[config.mk]
export PLATFORM = sky130hd
export DESIGN_NAME = pll_phase_ctrl
export DESIGN_NICKNAME = d
export VERILOG_FILES = /design/src/rtl/pll_phase_ctrl.sv
export SDC_FILE = /design/constraint.sdc
export NUM_CORES = 1
export LEC_CHECK = 0
export CORE_UTILIZATION = 50
export DETAILED_ROUTE_END_ITERATION = 12
export HOLD_SLACK_MARGIN = 0.06
export PLACE_DENSITY = 0.83
export SYNTH_ARGS = -nofsm -noshare
export SYNTH_HDL_FRONTEND = slang
export SYNTH_SLANG_ARGS = --single-unit
[constraint.sdc]
create_clock -name clk -period 3.8 [get_ports clk]
set_clock_uncertainty 0.1 [all_clocks]
set_input_delay 0.95 -clock clk [delete_from_list [all_inputs] [get_ports clk]]
set_output_delay 0.95 -clock clk [all_outputs]
set_load 0.02 [all_outputs]
[src/rtl/pll_phase_ctrl.sv]
// Dynamic phase-shift sequencer for a PLL PHASESEL/PHASEDIR/PHASESTEP port.
// Optional per-output phase position tracking is enabled by defining PLL_PHASE_POS_EN.
module pll_phase_ctrl #(
  parameter int STEP_HIGH = 4,
  parameter int STEP_GAP  = 8,
  parameter int SETUP     = 2,
  parameter int SETTLE    = 16
) (
  input  logic       clk,
  input  logic       reset_n,
  input  logic       req_valid,
  output logic       req_ready,
  input  logic [1:0] req_sel,
  input  logic       req_dir,
  input  logic [7:0] req_count,
  output logic [1:0] phasesel,
  output logic       phasedir,
  output logic       phasestep,
  output logic       busy,
  output logic       done
`ifdef PLL_PHASE_POS_EN
  ,
  output logic [31:0] phase_pos
`endif
);

  typedef enum logic [2:0] {
    ST_IDLE,
    ST_SETUP,
    ST_STEP_HI,
    ST_STEP_LO,
    ST_SETTLE,
    ST_DONE
  } state_t;

  // SETUP spends one extra cycle so the select lines are stable for SETUP full cycles
  // after the acceptance edge that loads them.
  localparam logic [8:0] C_SETUP_LAST  = 9'(SETUP);
  localparam logic [8:0] C_HI_LAST     = 9'(STEP_HIGH - 1);
  localparam logic [8:0] C_GAP_LAST    = 9'(STEP_GAP - 1);
  localparam logic [8:0] C_SETTLE_LAST = 9'(SETTLE - 1);

  state_t     r_state;
  logic [8:0] r_cnt;
  logic [7:0] r_rem;
  logic [1:0] r_sel;
  logic       r_dir;
  logic       r_step;
  logic       r_busy;
  logic       r_done;
  logic       r_req_ready;

  always_ff @(posedge clk) begin
    if (!reset_n) begin
      r_state     <= ST_IDLE;
      r_cnt       <= '0;
      r_rem       <= '0;
      r_sel       <= '0;
      r_dir       <= 1'b0;
      r_step      <= 1'b0;
      r_busy      <= 1'b0;
      r_done      <= 1'b0;
      r_req_ready <= 1'b0;
    end else begin
      r_done <= 1'b0;
      case (r_state)
        ST_IDLE: begin
          if (req_valid && r_req_ready) begin
            r_state     <= ST_SETUP;
            r_sel       <= req_sel;
            r_dir       <= req_dir;
            r_rem       <= req_count;
            r_cnt       <= '0;
            r_busy      <= 1'b1;
            r_req_ready <= 1'b0;
          end else begin
            r_req_ready <= 1'b1;
          end
        end
        ST_SETUP: begin
          if (r_cnt == C_SETUP_LAST) begin
            r_cnt <= '0;
            if (r_rem != 8'd0) begin
              r_state <= ST_STEP_HI;
              r_step  <= 1'b1;
            end else begin
              r_state <= ST_DONE;
              r_done  <= 1'b1;
            end
          end else begin
            r_cnt <= r_cnt + 9'd1;
          end
        end
        ST_STEP_HI: begin
          if (r_cnt == C_HI_LAST) begin
            r_cnt   <= '0;
            r_rem   <= r_rem - 8'd1;
            r_state <= ST_STEP_LO;
            r_step  <= 1'b0;
          end else begin
            r_cnt <= r_cnt + 9'd1;
          end
        end
        ST_STEP_LO: begin
          if (r_cnt == C_GAP_LAST) begin
            r_cnt <= '0;
            if (r_rem != 8'd0) begin
              r_state <= ST_STEP_HI;
              r_step  <= 1'b1;
            end else begin
              r_state <= ST_SETTLE;
            end
          end else begin
            r_cnt <= r_cnt + 9'd1;
          end
        end
        ST_SETTLE: begin
          if (r_cnt == C_SETTLE_LAST) begin
            r_cnt   <= '0;
            r_state <= ST_DONE;
            r_done  <= 1'b1;
          end else begin
            r_cnt <= r_cnt + 9'd1;
          end
        end
        ST_DONE: begin
          r_state     <= ST_IDLE;
          r_busy      <= 1'b0;
          r_req_ready <= 1'b1;
        end
        default: begin
          r_state     <= ST_IDLE;
          r_cnt       <= '0;
          r_step      <= 1'b0;
          r_busy      <= 1'b0;
          r_req_ready <= 1'b0;
        end
      endcase
    end
  end

  assign req_ready = r_req_ready;
  assign phasesel  = r_sel;
  assign phasedir  = r_dir;
  assign phasestep = r_step;
  assign busy      = r_busy;
  assign done      = r_done;

`ifdef PLL_PHASE_POS_EN
  logic r_step_d;
  logic w_step_rise;

  always_ff @(posedge clk) begin
    if (!reset_n) r_step_d <= 1'b0;
    else          r_step_d <= r_step;
  end

  assign w_step_rise = r_step & ~r_step_d;

  // Fields are two's-complement step counts that wrap modulo 256.
  for (genvar gi = 0; gi < 4; gi++) begin : g_pos
    logic [7:0] r_pos;
    always_ff @(posedge clk) begin
      if (!reset_n) begin
        r_pos <= '0;
      end else if (w_step_rise && (r_sel == 2'(gi))) begin
        r_pos <= r_dir ? (r_pos + 8'd1) : (r_pos - 8'd1);
      end
    end
    assign phase_pos[8*gi +: 8] = r_pos;
  end
`endif

endmodule
==> results.json, run 1 <==
{
  "synth_area_per_cell_sq_um": 7.68,
  "cp-endpoint": "r_cnt[7]",
  "yosys.area.top_type": "dfxtp_1",
  "ys_ff_latch": 27,
  "cts_setup_buffers": 0,
  "fin_crit_sh_pct": 64.7,
  "die_area_sq_um": 3360,
  "grt_pass1_vias": 1216,
  "clock-root-buffer": "clkbuf_4",
  "end_kind": "flip-flop",
  "post-route-min-period_ns": 2.46,
  "critPathLaunch": "reset_n",
  "vias": 1489,
  "yosysTopAreaCellShare_pct": 34.5,
  "area_growth_syn_to_layout_pct": 13.8,
  "criticalPathCategory": "in -> reg",
  "synthArstFlopShare_pct": 0,
  "regToRegEndpoint": "r_rem[6]",
  "fillers": 253,
  "synthAdderAreaFrac_pct": 2.40,
  "hold_path_class": "reg -> reg",
  "dieWidth_um": 58.0,
  "synthesis.area_sq_um": 1570,
  "wl_per_cell_um": 13.5,
  "io_pins": 21,
  "worstPathRequired_ns": 3.97,
  "cts_resized": 0,
  "r2r_cells": 5,
  "routed_wl_um": 3320,
  "vdd_ir_drop_max_uv": 354,
  "place_congestion": 0.840,
  "nNetsFinal": 233,
  "violations": "DRC",
  "synth_compound_area_share_pct": 24.0,
  "dr.pass1.iters": 8,
  "syn-num-nets": 221,
  "maxCapViolCount": 0,
  "cts_made_buffers": 3,
  "tightest_slew_ns": 0.712,
  "drc": 1,
  "layout_setup_ws_ns": 1.34,
  "p_leak_uw": 0.000652,
  "first_iter_violations": 75,
  "hold_viol": 0,
  "cts.path.max_buffers": 2,
  "h-tree-depth": 1,
  "synth_xor_xnor_area_share_pct": 1.12,
  "slew_headroom_pct": 52.5,
  "grt_max_degree": 23,
  "seq_area_frac_synth_pct": 34.5,
  "n_antenna_cell": 0,
  "muxShareOfSynthArea_pct": 1.92,
  "coreArea_sq_um": 2850,
  "port_buffers": 20,
  "synthCells": 204,
  "r2r-start": "r_state[2]",
  "drtAntennaViolNets": 0,
  "grt_usage_pct": 21.0,
  "die_h_um": 58.0,
  "synth_commonest_cells": "27 x dfxtp_1, 24 x nor2_1, 21 x nand2_1, 17 x a21oi_1",
  "start_kind": "primary input",
  "rrSetupSlack_ns": 1.46,
  "fmax_mhz": 407,
  "path_clk_slew_ns": 0.15,
  "synth_top_family_by_area": "simple AND/OR/NAND/NOR gates",
  "cts_tree": "built",
  "cts.hold.buffers_added": 0,
  "setup_viol": 0,
  "dp_hpwl_um": 2290,
  "post-place-ws_ns": 0.993,
  "worstPathArrival_ns": 2.63,
  "drv_slew": 0,
  "synth_flop_cell": "dfxtp_1",
  "p_per_area_nw_per_um2": 610,
  "initial_utilization_pct": 54.9,
  "synth-edff-count": 0,
  "worstHoldPathCells": 2,
  "yosys.cell_types.count": 48,
  "synth_area_leaders": "dfxtp_1 35%, nor2_1 5.8%, a21oi_1 5.4%",
  "cp_max_fo": 22,
  "grt_pass1_wl_um": 5510,
  "final_layout_size_suffix_gt1_share_pct": 6.98,
  "antenna_found_initial": 0,
  "overflow": 0,
  "rows": 19,
  "clk_latency_ns": 0.33,
  "synthSimpleGateAreaFrac_pct": 30.6,
  "via_per_inst": 6.05,
  "cts_sinks": 27,
  "rsz0062_at_grt": "false",
  "tns_ns": 0,
  "yosysWarningCount": 0,
  "yosysMostFrequentCell": "dfxtp_1",
  "status": "complete, but fails checks"
}
-- where the power goes --
group / switching [uW] / leakage, uW / internal, uW / total, uW
combinational: 294 / 0.000417 / 234 / 528
clock: 87.8 / 0.0000150 / 41.2 / 129
sequential: 87.2 / 0.000220 / 343 / 430
-- layout make-up --
class / count / area (sq um) / share of cell area, %
Clock buffer: 4 / 26.3 / 1.47
Multi-Input combinational cell: 156 / 940 / 52.7
Inverter: 6 / 22.5 / 1.26
Timing Repair Buffer: 22 / 215 / 12.1
Tap cell: 31 / 38.8 / 2.18
Sequential cell: 27 / 541 / 30.3
-- placed cells by master (no fill, tap or decap), types with 2 or more instances in the layout --
cell             count
clkdlybuf4s50_1     20
o21bai_1             2
or2_0                4
and2_1               4
nor2_1              24
clkbuf_4             3
or3b_2               2
mux2i_1              3
a31oi_1              5
nor4_1               4
nand2_1             21
buf_4                2
o211a_1              2
and3_1               2
ha_1                 3
inv_1                6
a32o_1               2
dfxtp_1             27
or4_1                3
o22ai_1              8
o21ai_0             10
nand3_1              3
nor3_1               7
a21oi_1             17
nor2b_1              4
or2_2                2
nor3b_1              3
nand2b_1             2
-- cell families after synthesis --
logic type               after synthesis
XOR/XNOR                               2
adder cells (fa/ha/maj)                3
flip-flops                            27
AO/OA/AOI/OAI                         57
multiplexers                           3
AND/OR/NAND/NOR                       91
buffers and inverters                 21
-- per-layer routing --
layer	track usage [%]	routed length [um]	vias to the layer above
met1	30.7	1650	695
met2	30.9	1470	33
met4	10.2	63	0
met3	2.01	136	5
met5	0	0	-
li1	-	-	756
-- sequential cells by signal (all words and copies together) (netlist names), 2 cells and up --
signal    count
r_cnt         9
r_rem         8
r_state       3
phasesel      2
-- metrics by stage --
stage               utilization (%)  total power (uW)  cell area (sq um)  std cells  hold slack [ns]
floorplan                         -               816               1570        204            0.353
global placement               61.6               951               1760        242            0.375
detailed placement             61.6               958               1760        242            0.380
CTS                            62.5              1090               1780        246            0.399
global route                   62.5              1170               1780        246            0.423
finish                         62.5              1090               1780        246            0.403
-- worst min path at each step --
| stage | startpoint | end | slack [ns] |
|---|---|---|---|
| after floorplan | r_rem[3] | r_rem[3] | 0.35 |
| after CTS | r_rem[7] | r_rem[7] | 0.40 |
| after detailed placement | r_rem[7] | r_rem[7] | 0.38 |
| final | r_rem[7] | r_rem[7] | 0.40 |
| after global routing | r_rem[1] | r_rem[1] | 0.42 |
| after global placement | r_rem[3] | r_rem[3] | 0.38 |
-- critical path, stage by stage --
cell and delay (ns):
clkdlybuf4s50_1 0.70, inv_1 0.42, nor4_1 0.37, o22ai_1 0.09
o21ai_0 0.09
Power figures use the tool's default switching activity.
==> inputs of run 2 (changes only) <==
--- a/config.mk
+++ b/config.mk
@@ -5,10 +5,10 @@
 export SDC_FILE = /design/constraint.sdc
 export NUM_CORES = 1
 export LEC_CHECK = 0
-export CORE_UTILIZATION = 50
+export CORE_UTILIZATION = 49
 export DETAILED_ROUTE_END_ITERATION = 12
 export HOLD_SLACK_MARGIN = 0.06
-export PLACE_DENSITY = 0.83
+export PLACE_DENSITY = 0.84
 export SYNTH_ARGS = -nofsm -noshare
 export SYNTH_HDL_FRONTEND = slang
 export SYNTH_SLANG_ARGS = --single-unit
==> constraint.sdc (replaced) <==
create_clock -name clk -period 2.1 [get_ports clk]
set_clock_uncertainty 0.1 [all_clocks]
set_input_delay 0.525 -clock clk [delete_from_list [all_inputs] [get_ports clk]]
set_output_delay 0.525 -clock clk [all_outputs]
set_load 0.02 [all_outputs]
==> run 2 against run 1 <==
Effect of this change: the flow now finishes without violations; via count grew 4.4%; power grew 98%; non-clock buffer count grew 18; sequential share of layout area shrank 2.4 points; die area grew 2.0%; first-iteration DRC count shrank 29%; final cell count grew 13%; count of clock-buffer cells in the layout is the same; critical path type is now reg -> reg; critical endpoint is now r_state[2]; largest cell class unchanged; largest power group unchanged.
==> results.json, run 2 (synthesized netlist as in run 1, its figures left out) <==
{
  "cp_max_fo": 4,
  "overflow": 0,
  "h-tree-depth": 1,
  "cp.depth": 6,
  "fillers": 295,
  "n_antenna_cell": 0,
  "drv_slew": 0,
  "p_per_area_nw_per_um2": 1110,
  "drc": 0,
  "post-route-min-period_ns": 1.99,
  "cts_made_buffers": 3,
  "rows": 20,
  "p_leak_uw": 0.000743,
  "io_pins": 21,
  "clock-root-buffer": "clkbuf_4",
  "top_register": "r_cnt",
  "dp.cells": 273,
  "path_clk_slew_ns": 0.14,
  "grt_pass1_wl_um": 5850,
  "worstPathArrival_ns": 2.16,
  "setup_viol": 0,
  "worstPathRequired_ns": 2.27,
  "grt_max_degree": 17,
  "fmax_mhz": 502,
  "fin_crit_sh_pct": 94.9,
  "dieWidth_um": 58.5,
  "rsz0062_at_grt": "false",
  "via_per_inst": 5.61,
  "critical-path-slowest-cell": "or4b_1",
  "antenna_found_initial": 0,
  "tightest_slew_ns": 0.500,
  "clk_latency_ns": 0.32,
  "area_growth_syn_to_layout_pct": 23.9,
  "criticalPathCategory": "reg -> reg",
  "largest_reg_flops": 9,
  "mostFrequentLayoutCell": "dfxtp_1",
  "nNetsFinal": 251,
  "hold_viol": 0,
  "cts_sinks": 27,
  "slew_headroom_pct": 66.6,
  "path_cells": "ha_1, or3b_2, nand2_1, o311ai_1, or4b_1, a21oi_1",
  "tns_ns": 0,
  "cts.hold.buffers_added": 0,
  "cts.path.max_buffers": 2,
  "maxCapViolCount": 0,
  "cts_tree": "built",
  "grt_pass1_vias": 1361,
  "finalPower_uw": 2160,
  "top_regs": "r_cnt: 9 flops, r_rem: 8 flops, r_state: 3 flops",
  "cp_slowest_stage_delay_ns": 0.48,
  "mostFrequentLayoutCells": "26 x dfxtp_1, 23 x nor2_1, 21 x nand2_1",
  "start_kind": "flip-flop",
  "r2r_cells": 6,
  "dpl_cell_area_sq_um": 1910,
  "die_h_um": 58.5,
  "hold_ws_ns": 0.385,
  "end_kind": "flip-flop",
  "routed_wl_um": 3580,
  "final_layout_size_suffix_gt1_share_pct": 15.0,
  "die_area_sq_um": 3430,
  "initial_utilization_pct": 51.3,
  "cts_setup_buffers": 0,
  "fin_cells": 277,
  "place_congestion": 0.832,
  "coreArea_sq_um": 3050,
  "cpLargestDelayFamily": "simple AND/OR/NAND/NOR gates",
  "vdd_ir_drop_max_uv": 622,
  "wl_per_cell_um": 12.9,
  "hold_path_class": "reg -> reg",
  "status": "finished clean",
  "grt_usage_pct": 21.6,
  "drtAntennaViolNets": 0,
  "first_iter_violations": 53,
  "final_cell_area_sq_um": 1940,
  "worstHoldPathCells": 1,
  "vias": 1554,
  "dr.pass1.iters": 4,
  "port_buffers": 20,
  "cts_resized": 0,
  "dp_hpwl_um": 2660,
  "critPathBufInv": 0
}
## run 2: metal layers
| layer | up-vias | routed length (um) | global-route usage [%] |
|---|---|---|---|
| met5 | - | 0 | 0 |
| met4 | 0 | 43 | 7.82 |
| met3 | 5 | 103 | 3.08 |
| met2 | 32 | 1720 | 36.0 |
| met1 | 725 | 1710 | 28.6 |
| li1 | 792 | - | - |
## run 2: per-stage QoR
| step | setup WS (ns) | util (%) |
|---|---|---|
| detailed placement | -0.00468 | 62.5 |
| finish | 0.107 | 63.6 |
| CTS | 0.0922 | 63.4 |
| floorplan | 0.135 | - |
| global placement | 0.0244 | 62.5 |
| global route | 0.000920 | 63.6 |
## run 2: area by class of cell
class / count / area, sq um / area share (%)
Tap cell: 44 / 55.1 / 2.84
Timing Repair Buffer: 40 / 350 / 18.1
Sequential cell: 27 / 542 / 27.9
Inverter: 6 / 22.5 / 1.16
Multi-Input combinational cell: 156 / 945 / 48.7
Clock buffer: 4 / 26.3 / 1.35
## run 2: final timing paths
kind / start / end / slack [ns]
max: r_cnt[1] / r_state[2] / 0.11
min reg2reg: r_cnt[0] / r_cnt[0] / 0.38
min: r_cnt[0] / r_cnt[0] / 0.38
max reg2reg: r_cnt[1] / r_state[2] / 0.11
## run 2: worst register-to-register path: cells and delay by family, from the launching register on
kind	cells	cell delay (ns)
simple gates	3	1.03
flops	1	0.40
compound gates	2	0.27
fa+ha+maj	1	0.15
## run 2: power breakdown
| part | internal (uW) | switching [uW] | leakage, uW | total, uW |
|---|---|---|---|---|
| sequential | 623 | 118 | 0.000220 | 741 |
| clock | 74.4 | 151 | 0.0000150 | 225 |
| combinational | 571 | 619 | 0.000508 | 1190 |
| total | 1270 | 888 | 0.000743 | 2160 |
==> inputs of run 3 (changes only) <==
--- a/config.mk
+++ b/config.mk
@@ -5,10 +5,13 @@
 export SDC_FILE = /design/constraint.sdc
 export NUM_CORES = 1
 export LEC_CHECK = 0
+export CAP_MARGIN = 20
 export CORE_UTILIZATION = 49
+export CTS_CLUSTER_DIAMETER = 30
 export DETAILED_ROUTE_END_ITERATION = 12
 export HOLD_SLACK_MARGIN = 0.06
 export PLACE_DENSITY = 0.84
 export SYNTH_ARGS = -nofsm -noshare
 export SYNTH_HDL_FRONTEND = slang
 export SYNTH_SLANG_ARGS = --single-unit
+export TNS_END_PERCENT = 50
==> results of run 3 <==
The final DEF is identical to that of run 2; final timing and power are the same.
